--- config.mk ---
export PLATFORM = sky130hd
export DESIGN_NAME = axi_device_responder
export DESIGN_NICKNAME = d
export VERILOG_FILES = /design/src/rtl/axi_device_responder.sv
export SDC_FILE = /design/constraint.sdc
export NUM_CORES = 2
export LEC_CHECK = 0
export ABC_AREA = 1
export BUFFER_PORTS_ARGS = -buffer_cell sky130_fd_sc_hd__buf_2
export CAP_MARGIN = 25
export CORE_MARGIN = 1
export CORE_UTILIZATION = 57
export DETAILED_ROUTE_END_ITERATION = 8
export MAX_ROUTING_LAYER = met4
export PLACE_DENSITY = 0.77
export REMOVE_ABC_BUFFERS = 1
export SYNTH_ARGS = -nofsm -noshare
export SYNTH_HDL_FRONTEND = slang
export SYNTH_SLANG_ARGS = --single-unit
--- constraint.sdc ---
create_clock -name clock -period 2.21 [get_ports clock]
set_clock_uncertainty 0.2 [all_clocks]
set_input_delay 0 -clock clock [delete_from_list [all_inputs] [get_ports clock]]
set_output_delay 0 -clock clock [all_outputs]
set_load 0.05 [all_outputs]
--- src/rtl/axi_device_responder.sv ---
// AXI4 single-beat slave exposing a word-addressed scratch register bank on the device bus.
// Independent read and write channels, each with one outstanding transaction and fixed latency.
module axi_device_responder #(
  parameter logic [63:0] BASE   = 64'ha000_0000,
  parameter int unsigned AW     = 6,
  parameter int unsigned RD_LAT = 2,
  parameter int unsigned WR_LAT = 1
) (
  input  logic        clock,
  input  logic        reset,
  input  logic        io_ar_valid,
  output logic        io_ar_ready,
  input  logic [63:0] io_ar_addr,
  input  logic [7:0]  io_ar_len,
  input  logic [2:0]  io_ar_size,
  input  logic [1:0]  io_ar_burst,
  output logic        io_r_valid,
  input  logic        io_r_ready,
  output logic [63:0] io_r_rdata,
  output logic [1:0]  io_r_rresp,
  input  logic        io_aw_valid,
  output logic        io_aw_ready,
  input  logic [63:0] io_aw_addr,
  input  logic [7:0]  io_aw_len,
  input  logic [2:0]  io_aw_size,
  input  logic [1:0]  io_aw_burst,
  input  logic        io_w_valid,
  output logic        io_w_ready,
  input  logic [63:0] io_w_data,
  input  logic [7:0]  io_w_strb,
  input  logic        io_w_last,
  output logic        io_b_valid,
  input  logic        io_b_ready,
  output logic [1:0]  io_b_bresp
);

  localparam int unsigned Words = 2 ** AW;
  localparam logic [63:0] Span  = 64'd4 << AW;
  localparam logic [1:0]  RespOkay   = 2'b00;
  localparam logic [1:0]  RespSlvErr = 2'b10;

  typedef enum logic [1:0] {RIdle, RWait, RResp} r_state_e;
  typedef enum logic [1:0] {WIdle, WData, WWait, WResp} w_state_e;

  logic [31:0] bank_q [Words];

  // Address decode for both channels
  logic [63:0]   ar_off, aw_off;
  logic          ar_err, aw_err;
  logic [AW-1:0] ar_idx, aw_idx;

  assign ar_off = io_ar_addr - BASE;
  assign aw_off = io_aw_addr - BASE;
  assign ar_idx = ar_off[AW+1:2];
  assign aw_idx = aw_off[AW+1:2];
  assign ar_err = (io_ar_addr < BASE) || (ar_off >= Span) || (io_ar_addr[1:0] != 2'b00) ||
                  (io_ar_len != 8'd0) || (io_ar_size > 3'd2);
  assign aw_err = (io_aw_addr < BASE) || (aw_off >= Span) || (io_aw_addr[1:0] != 2'b00) ||
                  (io_aw_len != 8'd0) || (io_aw_size > 3'd2);

  logic unused_ok;
  assign unused_ok = ^{io_ar_burst, io_aw_burst, io_w_data[63:32], io_w_strb[7:4], io_w_last};

  // Read channel
  r_state_e      r_state_q;
  logic [3:0]    r_cnt_q;
  logic [AW-1:0] r_idx_q;
  logic          r_err_q;
  logic          ar_ready_q, r_valid_q;
  logic [63:0]   r_rdata_q;
  logic [1:0]    r_rresp_q;

  logic [AW-1:0] rd_idx_sel;
  logic          rd_err_sel;
  logic [63:0]   rd_sample;

  // With zero latency the response is loaded straight from the AR handshake
  always_comb begin
    rd_idx_sel = r_idx_q;
    rd_err_sel = r_err_q;
    if (r_state_q == RIdle) begin
      rd_idx_sel = ar_idx;
      rd_err_sel = ar_err;
    end
  end

  assign rd_sample = rd_err_sel ? 64'h0 : {32'h0, bank_q[rd_idx_sel]};

  always_ff @(posedge clock) begin
    if (!reset) begin
      r_state_q  <= RIdle;
      r_cnt_q    <= 4'd0;
      r_idx_q    <= '0;
      r_err_q    <= 1'b0;
      ar_ready_q <= 1'b1;
      r_valid_q  <= 1'b0;
      r_rdata_q  <= 64'h0;
      r_rresp_q  <= RespOkay;
    end else begin
      unique case (r_state_q)
        RIdle: begin
          if (io_ar_valid) begin
            r_idx_q    <= ar_idx;
            r_err_q    <= ar_err;
            ar_ready_q <= 1'b0;
            if (RD_LAT == 0) begin
              r_state_q <= RResp;
              r_valid_q <= 1'b1;
              r_rdata_q <= rd_sample;
              r_rresp_q <= rd_err_sel ? RespSlvErr : RespOkay;
            end else begin
              r_state_q <= RWait;
              r_cnt_q   <= 4'(RD_LAT - 1);
            end
          end
        end
        RWait: begin
          if (r_cnt_q == 4'd0) begin
            r_state_q <= RResp;
            r_valid_q <= 1'b1;
            r_rdata_q <= rd_sample;
            r_rresp_q <= rd_err_sel ? RespSlvErr : RespOkay;
          end else begin
            r_cnt_q <= r_cnt_q - 4'd1;
          end
        end
        RResp: begin
          if (io_r_ready) begin
            r_state_q  <= RIdle;
            r_valid_q  <= 1'b0;
            ar_ready_q <= 1'b1;
          end
        end
        default: r_state_q <= RIdle;
      endcase
    end
  end

  assign io_ar_ready = ar_ready_q;
  assign io_r_valid  = r_valid_q;
  assign io_r_rdata  = r_rdata_q;
  assign io_r_rresp  = r_rresp_q;

  // Write channel; owns the bank
  w_state_e      w_state_q;
  logic [3:0]    w_cnt_q;
  logic [AW-1:0] w_idx_q;
  logic          w_err_q;
  logic          aw_ready_q, w_ready_q, b_valid_q;
  logic [1:0]    b_bresp_q;

  always_ff @(posedge clock) begin
    if (!reset) begin
      w_state_q  <= WIdle;
      w_cnt_q    <= 4'd0;
      w_idx_q    <= '0;
      w_err_q    <= 1'b0;
      aw_ready_q <= 1'b1;
      w_ready_q  <= 1'b0;
      b_valid_q  <= 1'b0;
      b_bresp_q  <= RespOkay;
      for (int i = 0; i < Words; i++) begin
        bank_q[i] <= 32'h0;
      end
    end else begin
      unique case (w_state_q)
        WIdle: begin
          if (io_aw_valid) begin
            w_idx_q    <= aw_idx;
            w_err_q    <= aw_err;
            aw_ready_q <= 1'b0;
            w_ready_q  <= 1'b1;
            w_state_q  <= WData;
          end
        end
        WData: begin
          if (io_w_valid) begin
            w_ready_q <= 1'b0;
            if (!w_err_q) begin
              for (int b = 0; b < 4; b++) begin
                if (io_w_strb[b]) bank_q[w_idx_q][8*b +: 8] <= io_w_data[8*b +: 8];
              end
            end
            if (WR_LAT == 0) begin
              w_state_q <= WResp;
              b_valid_q <= 1'b1;
              b_bresp_q <= w_err_q ? RespSlvErr : RespOkay;
            end else begin
              w_state_q <= WWait;
              w_cnt_q   <= 4'(WR_LAT - 1);
            end
          end
        end
        WWait: begin
          if (w_cnt_q == 4'd0) begin
            w_state_q <= WResp;
            b_valid_q <= 1'b1;
            b_bresp_q <= w_err_q ? RespSlvErr : RespOkay;
          end else begin
            w_cnt_q <= w_cnt_q - 4'd1;
          end
        end
        WResp: begin
          if (io_b_ready) begin
            w_state_q  <= WIdle;
            b_valid_q  <= 1'b0;
            aw_ready_q <= 1'b1;
          end
        end
        default: w_state_q <= WIdle;
      endcase
    end
  end

  assign io_aw_ready = aw_ready_q;
  assign io_w_ready  = w_ready_q;
  assign io_b_valid  = b_valid_q;
  assign io_b_bresp  = b_bresp_q;

endmodule
Yosys cells after proc, flatten, opt, wreduce, memory -nomap -nowiden
Memory sizes are Yosys's and may differ from the RTL's. Index checks and enable logic that the tools add are counted. Widths: inputs -> output; s select.

Register bits: 99. RAM bits: 2048. Bits of input ports: 234. Output and inout port bits: 73. Word-level logic and storage cells: 141. Memories kept: 1.

Memory list: bank_q (words 64, width 32, read ports 1, clocked after memory_dff 0, write ports 64, RTL line 45) `logic [31:0] bank_q [Words];`.

$add $sub $neg: 4. Order comparisons: 6. Eq/ne operators: 14. Mux-type cells: 63. Reduce and logical (&&, ||, !) cells: 37.

Operators with widths (number): $ge 64x9->1 const B (2); $lt 64x32->1 const B (2); $sub 64x32->64 const B (2); $mux 32 (2); $mux 1 (36); $reduce_or 32->1 (1); $reduce_and 3->1 (8); $mux 4 (5); $mux 2 (9); $ne 2x2->1 const B (9); $reduce_bool 2->1 (9); $pmux 4 s2 (2); $reduce_bool 8->1 (2); $mux 6 (2); $pmux 1 s2 (5); $logic_not 4->1 (2); $logic_or 1x1->1 (8); $pmux 2 s4 (1); $reduce_and 2->1 (4); $sub 4x1->4 const B (2); $eq 2x2->1 const B (3); $gt 3x2->1 const B (2); $pmux 2 s3 (1); $eq 2x1->1 const B (2); 2 further kinds (3).

Depth between registers and ports, before layout
Depth after elaboration: 8. Gate-level depth with buffers: 19. Mapped depth without buffers: 18.

Worst setup path after synthesis
No wires, ideal clock.

Path type: register to register. From: register w_state_q[1]. To: memory bank_q[10][10], enable pin. Setup time: 0.329 ns. Arrival: 1.886 ns. Data required time: 1.681 ns. Setup slack: -0.205 ns. Cell stages (with the launch flop): 9. Buffers on the path: 2. Clock period less this slack: 2.415 ns. Cell sequence: dfxtp_1 inv_1 ha_1 nand2_1 nor3b_1 clkbuf_1 buf_1 nand2_1 nand2_1.

RTL lines: start: declaration (RTL line 145) `w_state_e w_state_q;`; start signal: assignment (RTL line 154) `w_state_q <= WIdle;`; start signal: assignment (RTL line 173) `w_state_q <= WData;`; start signal: assignment (RTL line 185) `w_state_q <= WResp;`; end: declaration (RTL line 45).

Worst setup path after layout
From: register r_state_q[1]. To: register r_rdata_q[14] (netlist: io_r_rdata[14]).

Word-level cells in the longest chain between the ends: 4. Elaborated cells on any way between the ends: 7. Classes of those cells: eq/ne: 1; mux: 3; reduce/logical: 2; memory: 1.

Ends and longest elaborated chain: start: declaration (RTL line 65) `r_state_e r_state_q;`; start signal: assignment (RTL line 91) `r_state_q <= RIdle;`; start signal: assignment (RTL line 107) `r_state_q <= RResp;`; start signal: assignment (RTL line 112) `r_state_q <= RWait;`; $logic_not 2->1 (RTL line 81) `if (r_state_q == RIdle) begin`; $mux 6 (RTL line 81); $mem_v2 64x32; $mux 32 (RTL line 87) `assign rd_sample = rd_err_sel ? 64'h0 : {32'h0, bank_q[rd_idx_sel]};`; end signal: assignment (RTL line 109) `r_rdata_q <= rd_sample;`; end signal: assignment (RTL line 121) `r_rdata_q <= rd_sample;`; end: declaration (RTL line 70) `logic [63:0] r_rdata_q;`.

Several ways; a longest one is shown, not always the timed one. A chain may end at the register's enable or synchronous reset.

==> metrics.md <==
| Metric | Value |
|---|---|
| Status | `complete, but fails checks` |
| Failing checks | `design-rule violations, negative hold slack, negative setup slack` |
| Area contributors post-synth | `edfxtp_1, nand2_1, nand3_1` |
| Mux cell area share after synthesis | `0%` |
| Slew Limit Headroom | `51.1%` |
| Post-synthesis adder-cell area fraction | `0.140%` |
| Most common library cells after synthesis | `nand2_1, nor2_1, nand3_1` |
| IO Pins | `307` |
| Fin Hold WS | `-218 ps` |
| Core Area | `170000 um^2` |
| Die X | `417 um` |
| CP Data Required Time | `2730 ps` |
| Drc violations | `3` |
| Mapped Area | `98000 um^2` |
| Clock Path Buffers | `3` |
| FF+latch count, synth | `2113` |
| Worst EP arrival | `3350 ps` |
| Max Slew Vio Count | `0` |
| CP endpoint kind | `register` |
| Synth Area in Compound Gates | `0.565%` |
| Clock insertion delay at the later pin of the skew report | `860 ps` |
| Slew @ Worst Pin | `733 ps` |
| RSZ-0062 raised after global routing | `yes` |
| Largest net degree at the start of global routing | `81` |
| Post-synthesis xor/xnor area fraction | `0.268%` |
| Asr flop ratio synth | `0%` |
| Fraction of layout cells with a size suffix above 1 | `21.3%` |
| Main combinational cell family by area after synthesis | `simple AND/OR/NAND/NOR gates` |
| P&R area growth vs syn | `29.0%` |
| VDD IR max | `0.916 mV` |
| Final nets | `11900` |
| WS Path Type | `reg2reg` |
| DIE AREA | `174000 um^2` |
| Via count | `88500` |
| Final hold violations | `2` |
| Area fraction of the dominant cell type after synthesis | `62.7%` |
| Crit. Startpoint | `r_state_q[1]` |
| Worst R2R Setup Slack | `-630 ps` |
| Post-Syn Instances | `10500` |
| DR pass1 iterations | `9` |
| Setup crit end | `io_r_rdata[14]` |
| Final Cell Area | `126000 um^2` |
| Vias in the first global route | `83400` |
| Mapped Avg Cell Area | `9.35 um^2` |
| Reg2reg start | `r_state_q[1]` |
| FF-to-FF path depth | `17` |
| Final worst path period need | `2840 ps` |
| Grt total ovfl | `0` |
| Dpl cell area | `111000 um^2` |
| Drt via density | `6.28` |
| HP Class | `in2reg` |
| CP max FO | `8` |
| GRT Total Usage | `39.6%` |
| Crit start category | `register` |
| Yosys warnings | `0` |
| Leading area contributor after synthesis | `edfxtp_1` |
| Root Buffer | `clkbuf_16` |
| Top_reg_cell synth | `edfxtp_1` |
| Max cap viols | `0` |
| Pleak | `51.3 nW` |
| Synth Area in Simple Gates | `30.8%` |
| Die H | `417 um` |
| Seq/Total Area, Yosys | `64.0%` |
| # rows | `151` |
| Htree depth | `4` |
| Final Util | `74.4%` |
| Initial DRC count | `14500` |
| Initial Util | `57.7%` |
| Port bufs | `231` |
| Antenna violations before repair | `11` |
| Final ANT Viol Nets | `0` |
| Post-DP HPWL | `213 mm` |
| Worst R2R End | `io_r_rdata[14]` |
| Routed wire length | `357 mm` |
| First-pass GRT wire length | `500 mm` |
| Post-DR wirelength/cell | `25.4 um` |
| Library cells used by synthesis | `38` |
| Power Density | `844 nW/um^2` |
| Setup ws final | `-627 ps` |
| CTS sink cnt | `2113` |
| GPL Wtd Cong | `1.00` |
| Clock transition at the registers of the reported paths | `60 ps` |
| Peak Freq | `0.352 GHz` |
| Count leader, synth | `nand2_1` |
| EDFF count, synth | `2048` |
| Final setup vio count | `1811` |
| CTS Buf Count | `204` |
| Fin crit share | `128%` |
| CTS tree | `built` |
placed cells by master (no fill, tap or decap), drive strengths merged, types with 6 or more instances in the layout:
cell,n
a21oi,55
buf,1458
bufbuf,6
bufinv,12
clkbuf,311
clkinv,79
clkinvlp,6
conb,34
dfxtp,65
diode,17
dlygate4sd3,191
edfxtp,2048
ha,11
inv,182
nand2,2842
nand3,2051
nand4,20
nor2,2348
nor3,18
nor4,9
o21ai,38
or2,8
xnor2,13
xor2,17
cell type report:
class                      instances  area, um^2
clock buffer                     275        5530
sequential                      2113       62800
antenna                           17        42.5
fill                           10600       43600
clock inverter                   105         837
timing repair buffer            1693       19200
multi-input combinational       7485       34600
tap                             2218        2780
inverter                         174         676
stage by stage:
stage	std cells	hold WS (ps)	total power [mW]	TNS (ps)	setup slack [ps]
floorplan	9772	-116	57.7	-	-16500
global placement	13300	38.4	66.1	-86440	-608
detailed placement	13300	41.2	66.5	-138150	-697
CTS	14000	0.733	103	-38620	-466
global route	14100	-130	109	-204460	-735
finish	14100	-218	107	-133970	-627
registers in the layout, summed over array words and instances (netlist names):
register / count
bank_q: 2048
io_ar_ready: 1
io_aw_ready: 1
io_b_bresp: 1
io_b_valid: 1
io_r_rdata: 32
io_r_rresp: 1
io_r_valid: 1
io_w_ready: 1
r_cnt_q: 4
r_err_q: 1
r_idx_q: 6
r_state_q: 2
w_cnt_q: 4
w_err_q: 1
w_idx_q: 6
w_state_q: 2
kinds of logic (layout without fill, tap and decap cells):
| kind of cell | after synthesis | after routing |
|---|---|---|
| AOI/OAI and AO/OA | 104 | 104 |
| xor gates and xnor gates | 30 | 30 |
| adders and majority gates | 11 | 11 |
| buffers and inverters | 919 | 2247 |
| DFF | 2113 | 2113 |
| other | 1 | 51 |
| and+or+nand+nor | 7306 | 7306 |
worst min path at each step:
stage | cells after the start | end | from | slack, ps
2_1_floorplan | 1 | io_aw_ready | reset | -120
3_3_place_gp | 2 | io_b_valid | io_b_ready | 40
3_5_place_dp | 2 | io_b_valid | io_b_ready | 40
4_1_cts | 12 | w_err_q | io_aw_addr[43] | 0.7
5_1_grt | 13 | r_err_q | io_ar_addr[20] | -130
6_report | 13 | r_err_q | io_ar_len[2] | -220
critical path, cell delays in order, from the launching register on:
cell	delay (ps)
dfxtp_4	370
nor2_4	150
buf_12	130
buf_8	110
nand2_4	50
o21ai_4	70
buf_12	210
buf_16	200
bufbuf_16	290
nand3_1	90
nand3_1	100
nand3_2	140
nand3_2	150
nand3_2	100
nand2_1	80
nor2_1	50
nand2_1	100
a21oi_1	80
layer usage:
metal  wire length, um  global-route usage [%]
met1            116000                    48.5
met2            160000                    60.0
met3             51800                    7.91
met4             29700                    26.1
met5                 0                       -
repair_timing:
action	4_1_cts	5_1_grt
hold endpoints to repair	4161	2
endpoints found under the setup margin	1943	1990
gates resized for setup	367	639
buffers inserted	72	48
pin swaps	64	95
hold buffers	180	26
gates cloned	44	42
where the power goes:
part	switching, mW	internal [mW]	total (mW)	leakage, nW
combinational	16.6	10.1	26.7	26.5
sequential	0.669	45.3	45.9	21.7
clock	15.2	18.9	34.1	3.11
(Power assumes the default switching activity.)
